### src/rtl/seq_word_serializer_pkg.sv
// Shared types for the "101" sequence detector path and its word serializer feeder.
package seq_word_serializer_pkg;

  typedef enum logic [1:0] {DET_S0, DET_S1, DET_S10} det_state_t;

  typedef enum logic {SER_IDLE, SER_SHIFT} ser_state_t;

  localparam int SER_DEF_WIDTH = 8;

endpackage

### src/rtl/seq_word_hold_buf.sv
// One-entry holding register that lets the next word wait while the current one shifts out.
module seq_word_hold_buf
  import seq_word_serializer_pkg::*;
#(
  parameter int WIDTH = SER_DEF_WIDTH
) (
  input  logic             clk,
  input  logic             rst,
  input  logic             i_load,
  input  logic [WIDTH-1:0] i_word,
  input  logic             i_pop,
  output logic [WIDTH-1:0] o_word,
  output logic             o_full,
  output logic             o_ready
);

  logic [WIDTH-1:0] r_word;
  logic             r_full;

  // load only happens while empty and pop only while full, so they never collide
  always_ff @(posedge clk) begin
    if (rst) begin
      r_word <= '0;
      r_full <= 1'b0;
    end else if (i_load) begin
      r_word <= i_word;
      r_full <= 1'b1;
    end else if (i_pop) begin
      r_full <= 1'b0;
    end
  end

  assign o_word  = r_word;
  assign o_full  = r_full;
  assign o_ready = !r_full;

endmodule

### src/rtl/seq_word_serializer.sv
// Parallel-to-serial feeder: valid/ready words in, one bit per clock out on seq.
// Handshake: a word moves when word_valid && word_ready at a clock edge; word_ready depends on registers only.
module seq_word_serializer
  import seq_word_serializer_pkg::*;
#(
  parameter int   WIDTH     = SER_DEF_WIDTH,
  parameter bit   MSB_FIRST = 1'b1,
  parameter logic IDLE_BIT  = 1'b0
) (
  input  logic             clk,
  input  logic             rst,
  input  logic [WIDTH-1:0] word_in,
  input  logic             word_valid,
  output logic             word_ready,
  output logic             seq,
  output logic             seq_valid,
  output logic             word_done,
  output logic             busy,
  output ser_state_t       dbg_state
);

  localparam int              CW       = $clog2(WIDTH);
  localparam logic [CW-1:0]   LAST_CNT = CW'(WIDTH - 1);

  ser_state_t       r_state, w_state_nxt;
  logic [WIDTH-1:0] r_sh, w_sh_nxt, w_sh_shifted;
  logic [CW-1:0]    r_cnt, w_cnt_nxt;
  logic             w_xfer, w_last;
  logic             w_hold_load, w_hold_pop, w_hold_full, w_hold_ready;
  logic [WIDTH-1:0] w_hold_word;

  seq_word_hold_buf #(.WIDTH(WIDTH)) u_hold (
    .clk     (clk),
    .rst     (rst),
    .i_load  (w_hold_load),
    .i_word  (word_in),
    .i_pop   (w_hold_pop),
    .o_word  (w_hold_word),
    .o_full  (w_hold_full),
    .o_ready (w_hold_ready)
  );

  assign w_xfer       = word_valid && w_hold_ready;
  assign w_last       = (r_cnt == LAST_CNT);
  assign w_sh_shifted = MSB_FIRST ? {r_sh[WIDTH-2:0], 1'b0} : {1'b0, r_sh[WIDTH-1:1]};

  always_ff @(posedge clk) begin
    if (rst) begin
      r_state <= SER_IDLE;
      r_sh    <= '0;
      r_cnt   <= '0;
    end else begin
      r_state <= w_state_nxt;
      r_sh    <= w_sh_nxt;
      r_cnt   <= w_cnt_nxt;
    end
  end

  always_comb begin
    w_state_nxt = r_state;
    w_sh_nxt    = r_sh;
    w_cnt_nxt   = r_cnt;
    w_hold_load = 1'b0;
    w_hold_pop  = 1'b0;
    case (r_state)
      SER_IDLE: begin
        if (w_xfer) begin
          w_sh_nxt    = word_in;
          w_cnt_nxt   = '0;
          w_state_nxt = SER_SHIFT;
        end
      end
      SER_SHIFT: begin
        if (!w_last) begin
          w_sh_nxt    = w_sh_shifted;
          w_cnt_nxt   = r_cnt + 1'b1;
          w_hold_load = w_xfer;
        end else if (w_hold_full) begin
          // held word follows the last bit with no idle gap
          w_sh_nxt   = w_hold_word;
          w_cnt_nxt  = '0;
          w_hold_pop = 1'b1;
        end else if (w_xfer) begin
          w_sh_nxt  = word_in;
          w_cnt_nxt = '0;
        end else begin
          w_cnt_nxt   = '0;
          w_state_nxt = SER_IDLE;
        end
      end
      default: w_state_nxt = SER_IDLE;
    endcase
  end

  assign seq_valid  = (r_state == SER_SHIFT);
  assign seq        = seq_valid ? (MSB_FIRST ? r_sh[WIDTH-1] : r_sh[0]) : IDLE_BIT;
  assign word_done  = seq_valid && w_last;
  assign busy       = seq_valid || w_hold_full;
  assign word_ready = w_hold_ready;
  assign dbg_state  = r_state;

endmodule

### config.mk
export PLATFORM = sky130hd
export DESIGN_NAME = seq_word_serializer
export DESIGN_NICKNAME = d
export VERILOG_FILES = /design/src/rtl/seq_word_serializer_pkg.sv /design/src/rtl/seq_word_hold_buf.sv /design/src/rtl/seq_word_serializer.sv
export SDC_FILE = /design/constraint.sdc
export NUM_CORES = 1
export LEC_CHECK = 0
export BUFFER_PORTS_ARGS = -buffer_cell sky130_fd_sc_hd__buf_2
export CORE_MARGIN = 8
export CORE_UTILIZATION = 53
export CTS_CLUSTER_DIAMETER = 50
export DETAILED_ROUTE_END_ITERATION = 10
export PLACE_DENSITY_LB_ADDON = 0.08
export SETUP_SLACK_MARGIN = 0.4
export SYNTH_ARGS = -nofsm -noshare
export SYNTH_HDL_FRONTEND = slang
export SYNTH_SLANG_ARGS = --single-unit
### constraint.sdc
create_clock -name clk -period 2.1 [get_ports clk]
set_input_delay 0.21 -clock clk [delete_from_list [all_inputs] [get_ports clk]]
set_output_delay 0.21 -clock clk [all_outputs]
set_load 0.02 [all_outputs]
==> impl_results.rst, run 1 <==
.. list-table::
   :header-rows: 1

   * - Metric
     - Value
   * - Count of final hold-check violations
     - 0
   * - List of most frequent post-synthesis cells
     - sky130_fd_sc_hd__dfxtp_1 (21), sky130_fd_sc_hd__mux2i_1 (15), sky130_fd_sc_hd__nor2_1 (10)
   * - Antenna diode count
     - 0
   * - Overall power after layout
     - 770.9 uW
   * - Mapped cell area
     - 994.7 um2
   * - Net total in the final layout
     - 132
   * - Initial antenna violation count
     - 0
   * - Total via count in the routed design
     - 786
   * - Clock root buffer
     - sky130_fd_sc_hd__clkbuf_4
   * - Final HPWL from detailed placement
     - 1.465 mm
   * - Max Buffers Root-to-Sink
     - 2
   * - Post-route fraction of the period consumed by the critical path
     - 0.7711
   * - CTS clk-pin slew, worst paths
     - 120 ps
   * - Via-to-Cell Ratio
     - 5.535
   * - Number of buffer and inverter instances along the worst setup path
     - 2
   * - Syn Nets
     - 117
   * - Worst R2R Setup Slack
     - 490 ps
   * - Maximum number of pins on one net before global-route repair
     - 23
   * - Cell count after synthesis
     - 103
   * - Count of standard-cell rows
     - 15
   * - Average routed wire per standard cell
     - 14.87 um
   * - Number of synthesized register bits
     - 21
   * - Wire length of the first global-routing pass
     - 3.512 mm
   * - GRT Resource Usage Total
     - 0.1314
   * - Transition time at the pin with the least slew margin
     - 612.2 ps
   * - Skew-Pair Late Insertion Delay
     - 310 ps
   * - Number of global-route vias before repair
     - 741
   * - Top-area cell type share of the netlist area
     - 0.4226
   * - Clock tree from TritonCTS
     - done
   * - Final critical-path required period
     - 1619 ps
   * - Clk_skew
     - 2.459 ps
   * - Die Outline Area
     - 0.003519 mm2
   * - Leading area contributor after synthesis
     - sky130_fd_sc_hd__dfxtp_1
   * - Share of cells above drive strength 1
     - 0.2222
   * - Number of top-level design ports
     - 17
   * - Sinks on Clock Net
     - 21
   * - Outcome
     - complete, no violations
   * - Fin worst setup slack
     - 480.8 ps
   * - Total leakage power
     - 0.4673 nW
   * - Filler cell count in the final layout
     - 154
   * - Drt first pass iters
     - 4
   * - Count of flip-flops with a built-in enable after synthesis
     - 0
   * - Synth warnings
     - 0
   * - Port buffer count
     - 16
   * - Final setup violation count
     - 0
   * - Final GP Congestion
     - 0.7687
   * - Total power divided by cell area
     - 690.7 mW/mm2
   * - Area of the placeable core
     - 0.001745 mm2
   * - Number of antenna-violating nets in the routed design
     - 0
   * - Required @ worst endpoint
     - 1890 ps
   * - Synth area leaders
     - sky130_fd_sc_hd__dfxtp_1 (42%), sky130_fd_sc_hd__mux2i_1 (15%), sky130_fd_sc_hd__o32ai_1 (5.3%)
   * - Unrepaired setup endpoints after global routing
     - no
   * - Worst reg2reg path endpoint
     - r_sh[5]$_SDFF_PP0_
   * - Die width
     - 59.32 um
   * - Area used by multi-input combinational logic
     - 526.8 um2
   * - Final wirelength
     - 2.111 mm
   * - Critical path capture point type
     - output pin
   * - Start of the worst register-to-register path
     - u_hold.o_full$_SDFFE_PP0P_
   * - Distinct cell type count after synthesis
     - 26
   * - WS Path Type
     - flop to output pin
   * - Most frequent cell after synthesis
     - sky130_fd_sc_hd__dfxtp_1
   * - Starting density of the core
     - 0.5699
   * - Dpl ws
     - 452.9 ps
   * - Highest achievable clock rate
     - 617.6 MHz
   * - Setup TNS
     - 0 ps
   * - Avg Inst Size Synth
     - 9.657 um2
   * - Area of all sequential standard cells
     - 420.4 um2
   * - Die Y
     - 59.32 um
   * - Sum of overflow across all layers after global routing
     - 0
   * - Cts bufs inserted
     - 3
   * - Deepest level of the CTS H-tree
     - 1
   * - Timing startpoint of the critical path
     - r_cnt[0]$_SDFFE_PP0P_
   * - Type of the most critical hold path
     - input pin to flop
   * - Post-synthesis async set-or-reset flop share
     - 0
   * - CP max-delay cell
     - sky130_fd_sc_hd__dfxtp_1
   * - Sequential cell area fraction in the yosys report
     - 0.4226
   * - Hold Worst Slack
     - 142.6 ps
   * - Delay of the slowest critical-path stage
     - 370 ps
   * - Max-capacitance violation count
     - 0
   * - 1st-iter DRT viols
     - 13
   * - VDD IR-drop max
     - 0.4845 mV
   * - Maximum fanout count along the critical path
     - 6
   * - Length in cells of the worst reg-to-reg path
     - 3
   * - Slew Limit Headroom
     - 0.5918
   * - Arrival @ worst endpoint
     - 1410 ps
   * - Top_reg_cell synth
     - sky130_fd_sc_hd__dfxtp_1
   * - Capture point of the critical path
     - word_done
   * - Final max-slew violation count
     - 0
   * - Top delay family on crit path
     - adder cells
   * - Crit-path cells
     - ha_2 > ha_4 > nand2_2 > inv_1 > buf_2
   * - Startpoint type of the worst setup path
     - flop
   * - Detailed-route DRC error count
     - 0
   * - Post-synthesis to final-layout area growth
     - 12.20%
   * - Count of cell instances traversed by the critical path
     - 5
sequential cells by signal, indices dropped and copies added (netlist names):
signal         count
u_hold.o_full      1
dbg_state          1
u_hold.o_word      8
r_cnt              3
r_sh               8
worst min path at each step:
stage,startpoint,end,slack (ps),cells after the start
finish,word_in[5],u_hold.o_word[5]$_SDFFE_PP0P_,140,3
global route,word_in[6],u_hold.o_word[6]$_SDFFE_PP0P_,130,3
CTS,word_in[6],u_hold.o_word[6]$_SDFFE_PP0P_,140,3
detailed placement,word_in[4],u_hold.o_word[4]$_SDFFE_PP0P_,470,3
global placement,u_hold.o_word[6]$_SDFFE_PP0P_,u_hold.o_word[6]$_SDFFE_PP0P_,460,2
floorplan,rst,r_sh[0]$_SDFF_PP0_,290,1
layout make-up:
class,count,share of cell area
Multi-Input combinational cell,70,0.4720
Sequential cell,21,0.3767
Timing Repair Buffer,18,0.08520
Tap cell,25,0.02803
Clock buffer,3,0.02018
Inverter,4,0.01345
Clock inverter,1,0.004484
stage by stage:
step                cell area, um2  utilization  cells
floorplan                    994.7            -    103
global placement              1060       0.6072    137
detailed placement            1060       0.6072    137
CTS                           1102       0.6315    141
global route                  1116       0.6394    142
finish                        1116       0.6394    142
routing by layer:
layer | up-vias | share of wire | wire length [um] | track usage
met5 | - | 0 | 0 | 0
met4 | 0 | 0.022 | 47 | 0.08191
met3 | 5 | 0.038 | 80 | 0.02820
met2 | 18 | 0.45 | 945 | 0.1880
met1 | 361 | 0.49 | 1038 | 0.1720
li1 | 402 | - | - | -
power breakdown:
group / internal, mW / switching [mW]
Sequential: 0.424 / 0.0198
Clock: 0.0713 / 0.126
Combinational: 0.0585 / 0.0706
Total: 0.554 / 0.217
worst reg2reg max path: stages, from the launching register on:
cell,delay (ps)
sky130_fd_sc_hd__dfxtp_1,530
sky130_fd_sc_hd__nand2b_1,560
sky130_fd_sc_hd__mux2i_1,180
sky130_fd_sc_hd__a211oi_1,260
cells in the final DEF, fill, tap and decap left out, drive strengths merged:
master / synthesis / final
a2111oi: 1 / 1
a211oi: 6 / 6
a21oi: 5 / 5
a221oi: 1 / 1
a31oi: 3 / 3
and2: 1 / 1
and3b: 1 / 1
and4bb: 1 / 1
buf: 6 / 18
clkbuf: 2 / 3
clkinv: 0 / 1
dfxtp: 21 / 21
ha: 3 / 3
inv: 4 / 4
mux2i: 15 / 15
nand2: 5 / 5
nand2b: 3 / 3
nand3: 2 / 2
nand3b: 1 / 1
nor2: 10 / 10
nor2b: 3 / 3
nor3b: 1 / 1
o21ai: 1 / 1
o32ai: 6 / 6
or2b: 1 / 1
cell families after synthesis:
family                     synth area share
and+or+nand+nor                      0.1547
AOI/OAI and AO/OA                    0.1648
DFF                                  0.4226
muxes                                0.1509
buffers and inverters               0.06918
adders and majority gates           0.03774
timing repair:
action | in CTS | in global routing
setup endpoints to repair | 1 | 9
gates resized for setup | 3 | 2
hold buffers | 0 | 0
buffers inserted | 0 | 1
(Power assumes the default switching activity.)
==> inputs of run 2 (changes only) <==
Settings changed: CORE_UTILIZATION 53 to 48.
Clock period 2.1 ns to 1.4 ns, I/O delays scaled along.
==> run 2 against run 1 <==
Net effect: the run now ends with setup timing left; worst setup slack got worse by 640 ps; register-to-register slack worse by 650 ps; non-clock buffer count up 15; die area grew 7.6%; critical path depth grew 1; worst hold slack got worse by 50 ps; utilization rose by 10 points; wire length grew 23%; highest routed layer unchanged.
==> impl_results.rst, run 2 (same netlist as run 1, synthesis figures left out) <==
.. list-table::
   :header-rows: 1

   * - Metric
     - Value
   * - Required @ worst endpoint
     - 1570 ps (-320 ps)
   * - Number of top-level design ports
     - 17 (unchanged)
   * - Post-route fraction of the period consumed by the critical path
     - 1.111
   * - Sum of overflow across all layers after global routing
     - 0 (unchanged)
   * - CP max-delay cell
     - sky130_fd_sc_hd__dfxtp_2
   * - Reported net switching power
     - 343.0 uW (+58%)
   * - Final wirelength
     - 2.607 mm (+23%)
   * - Cts bufs inserted
     - 3 (unchanged)
   * - Final setup violation count
     - 14 (+14)
   * - Unrepaired setup endpoints after global routing
     - yes
   * - Area used by multi-input combinational logic
     - 653.1 um2 (+24%)
   * - Post-CTS Hold Fix Bufs
     - 0 (unchanged)
   * - Hold Path Cell Cnt
     - 3 (unchanged)
   * - Max-capacitance violation count
     - 0 (unchanged)
   * - Transition time at the pin with the least slew margin
     - 394.4 ps (-217.8 ps)
   * - Sequential power share
     - 0.542 (-0.034)
   * - Fin worst setup slack
     - -155.2 ps (-636.0 ps)
   * - Hold Worst Slack
     - 92.97 ps (-49.65 ps)
   * - Final critical-path required period
     - 1555 ps
   * - Starting density of the core
     - 0.5070 (-0.06288)
   * - Arrival @ worst endpoint
     - 1730 ps (+320 ps)
   * - Antenna diode count
     - 0 (unchanged)
   * - Critical path capture point type
     - flop
   * - Port buffer count
     - 16 (unchanged)
   * - Count of standard-cell rows
     - 16 (+1)
   * - Sinks on Clock Net
     - 21 (unchanged)
   * - Crit path top cell by count
     - sky130_fd_sc_hd__ha_4
   * - Die Y
     - 61.52 um (+3.7%)
   * - CTS clk-pin slew, worst paths
     - 110 ps (about the same)
   * - Count of final hold-check violations
     - 0 (unchanged)
   * - Share of cells above drive strength 1
     - 0.4848 (+0.2626)
   * - Clk_skew
     - 6.607 ps (+4.149 ps)
   * - Slew Limit Headroom
     - 0.7371 (+0.1452)
   * - Violated checks
     - setup timing
   * - Initial antenna violation count
     - 0 (unchanged)
   * - Dpl ws
     - -67.16 ps (-520.0 ps)
   * - Number of antenna-violating nets in the routed design
     - 0 (unchanged)
   * - Deepest level of the CTS H-tree
     - 1 (unchanged)
   * - Origin of the worst min-delay path
     - word_in[3]
   * - Combinational fraction of design power
     - 0.231 (+0.064)
   * - Length in cells of the worst reg-to-reg path
     - 6 (+3)
   * - Start of the worst register-to-register path
     - r_cnt[1]$_SDFFE_PP0P_
   * - Final cell utilization of the core
     - 0.7411 (+0.1016)
   * - Clock root buffer
     - sky130_fd_sc_hd__clkbuf_4
   * - Most common cell after layout, fill and taps aside
     - sky130_fd_sc_hd__dfxtp_1
   * - Final GP Congestion
     - 0.8120 (+5.6%)
   * - Number of cells in the finished layout apart from fillers
     - 159 (+12%)
   * - Area of all sequential standard cells
     - 430.4 um2 (+2.4%)
   * - 1st-iter DRT viols
     - 11 (-2)
   * - Crit-path cells
     - ha_4 > ha_4 > and4bb_2 > buf_12 > mux2i_1 > nor2_1
   * - Post-Place Cells
     - 146 (+6.6%)
   * - Final max-slew violation count
     - 0 (unchanged)
   * - Average routed wire per standard cell
     - 16.40 um (+10%)
   * - Post-synthesis to final-layout area growth
     - 46.16%
   * - Detailed-route DRC error count
     - 0 (unchanged)
   * - Total power divided by cell area
     - 853.1 mW/mm2 (+24%)
   * - Clock power frac
     - 0.228 (-0.028)
   * - Maximum number of pins on one net before global-route repair
     - 23 (unchanged)
   * - Delay of the slowest critical-path stage
     - 350 ps (-20 ps)
   * - Startpoint type of the worst setup path
     - flop
   * - VDD IR-drop max
     - 0.7459 mV (+54%)
   * - Net switching fraction of the power
     - 0.2765 (-0.004656)
   * - Worst R2R Setup Slack
     - -160 ps (-650 ps)
   * - Internal power
     - 897.4 uW (+62%)
   * - Die width
     - 61.52 um (+3.7%)
   * - Number of global-route vias before repair
     - 923 (+25%)
   * - Via-to-Cell Ratio
     - 5.478 (-1.0%)
   * - Top delay family on crit path
     - simple AND/OR/NAND/NOR gates
   * - Number of buffer and inverter instances along the worst setup path
     - 1 (-1)
   * - Outcome
     - finished, violations left
   * - Skew-Pair Late Insertion Delay
     - 290 ps (-20 ps)
   * - Filler cell count in the final layout
     - 152 (-1.3%)
   * - Type of the most critical hold path
     - input pin to flop
   * - Total via count in the routed design
     - 871 (+11%)
   * - Wire length of the first global-routing pass
     - 4.222 mm (+20%)
   * - Die Outline Area
     - 0.003785 mm2 (+7.6%)
   * - Max Buffers Root-to-Sink
     - 2 (unchanged)
   * - Area of the placeable core
     - 0.001962 mm2 (+12%)
   * - Highest achievable clock rate
     - 643.0 MHz
   * - Final HPWL from detailed placement
     - 1.639 mm (+12%)
   * - Maximum fanout count along the critical path
     - 7 (+1)
   * - Terminating pin of the worst hold path
     - u_hold.o_word[3]$_SDFFE_PP0P_
   * - Clock tree from TritonCTS
     - done
   * - GRT Resource Usage Total
     - 0.1473 (+0.01593)
   * - Total leakage power
     - 0.5932 nW (+27%)
   * - Net total in the final layout
     - 147 (+11%)
   * - Commonest non-fill, non-tap cells in the layout
     - sky130_fd_sc_hd__dfxtp_1 (17), sky130_fd_sc_hd__mux2i_1 (15), sky130_fd_sc_hd__buf_2 (12), sky130_fd_sc_hd__nor2_1 (10)
   * - Worst reg2reg path endpoint
     - u_hold.o_word[0]$_SDFFE_PP0P_
   * - Drt first pass iters
     - 4 (unchanged)
   * - Overall power after layout
     - 1.240 mW (+61%)
   * - WS Path Type
     - flop to flop
## run 2: cell count changes in the layout (fill, tap and decap cells not counted), moves of 4 or more
cell and change:
sky130_fd_sc_hd__dfxtp_1 -4, sky130_fd_sc_hd__buf_2 -4, sky130_fd_sc_hd__o32ai_2 +4, sky130_fd_sc_hd__buf_4 +7, sky130_fd_sc_hd__buf_6 +9, sky130_fd_sc_hd__o32ai_1 -4
## run 2: worst reg2reg max path: cells and delay by family (launching register included)
family	cells	cell delay, ps
adder cells (fa/ha/maj)	2	320
buffers and inverters	1	140
flip-flops	1	350
multiplexers	1	210
AND/OR/NAND/NOR	2	400
## run 2: worst max path at each step
| stage | startpoint | end | slack [ps] | cells after the start |
|---|---|---|---|---|
| global route | r_cnt[1]$_SDFFE_PP0P_ | u_hold.o_word[5]$_SDFFE_PP0P_ | -210 | 6 |
| CTS | r_cnt[1]$_SDFFE_PP0P_ | u_hold.o_word[0]$_SDFFE_PP0P_ | -110 | 6 |
| global placement | r_cnt[1]$_SDFFE_PP0P_ | u_hold.o_word[0]$_SDFFE_PP0P_ | -40 | 6 |
| detailed placement | r_cnt[1]$_SDFFE_PP0P_ | u_hold.o_word[0]$_SDFFE_PP0P_ | -70 | 6 |
| floorplan | r_cnt[0]$_SDFFE_PP0P_ | u_hold.o_word[0]$_SDFFE_PP0P_ | 10 | 6 |
| finish | r_cnt[1]$_SDFFE_PP0P_ | u_hold.o_word[0]$_SDFFE_PP0P_ | -160 | 6 |
## run 2: what timing repair did
action                     CTS  global route
gates resized for setup     29             8
pin swaps                    5             3
setup buffers                7             2
gates cloned                 0             0
setup endpoints to repair   27            27
## run 2: metrics by stage
step                setup TNS, ps  area [um2]
floorplan                       0        1067
global placement           -296.6        1202
detailed placement         -458.1        1202
CTS                        -904.5        1406
global route                -2017        1454
finish                      -1103        1454
## run 2: power by group through the flow
| stage | Clock [mW] | Combinational, mW | Sequential, mW |
|---|---|---|---|
| 3_3_place_gp | 0 | 0.228 | 0.680 |
| 2_1_floorplan | 0 | 0.164 | 0.673 |
| 4_1_cts | 0.294 | 0.272 | 0.669 |
| 5_1_grt | 0.308 | 0.307 | 0.676 |
| 6_report | 0.282 | 0.286 | 0.672 |
| 3_5_place_dp | 0 | 0.229 | 0.682 |
## run 2: area by class of cell
| cell class | count | area share |
|---|---|---|
| tap | 27 | 0.02324 |
| timing repair buffer | 33 | 0.1988 |
| inverter | 4 | 0.01463 |
| clock buffer | 4 | 0.01807 |
| sequential | 21 | 0.2960 |
| multi-input combinational | 70 | 0.4492 |
## run 2: routing by layer
metal	vias to the layer above	global-route usage	routed length [um]
met1	423	0.1855	1225
met3	2	0.03340	89
met5	-	0	0
met4	0	0.03571	13
met2	11	0.2452	1278
li1	435	-	-
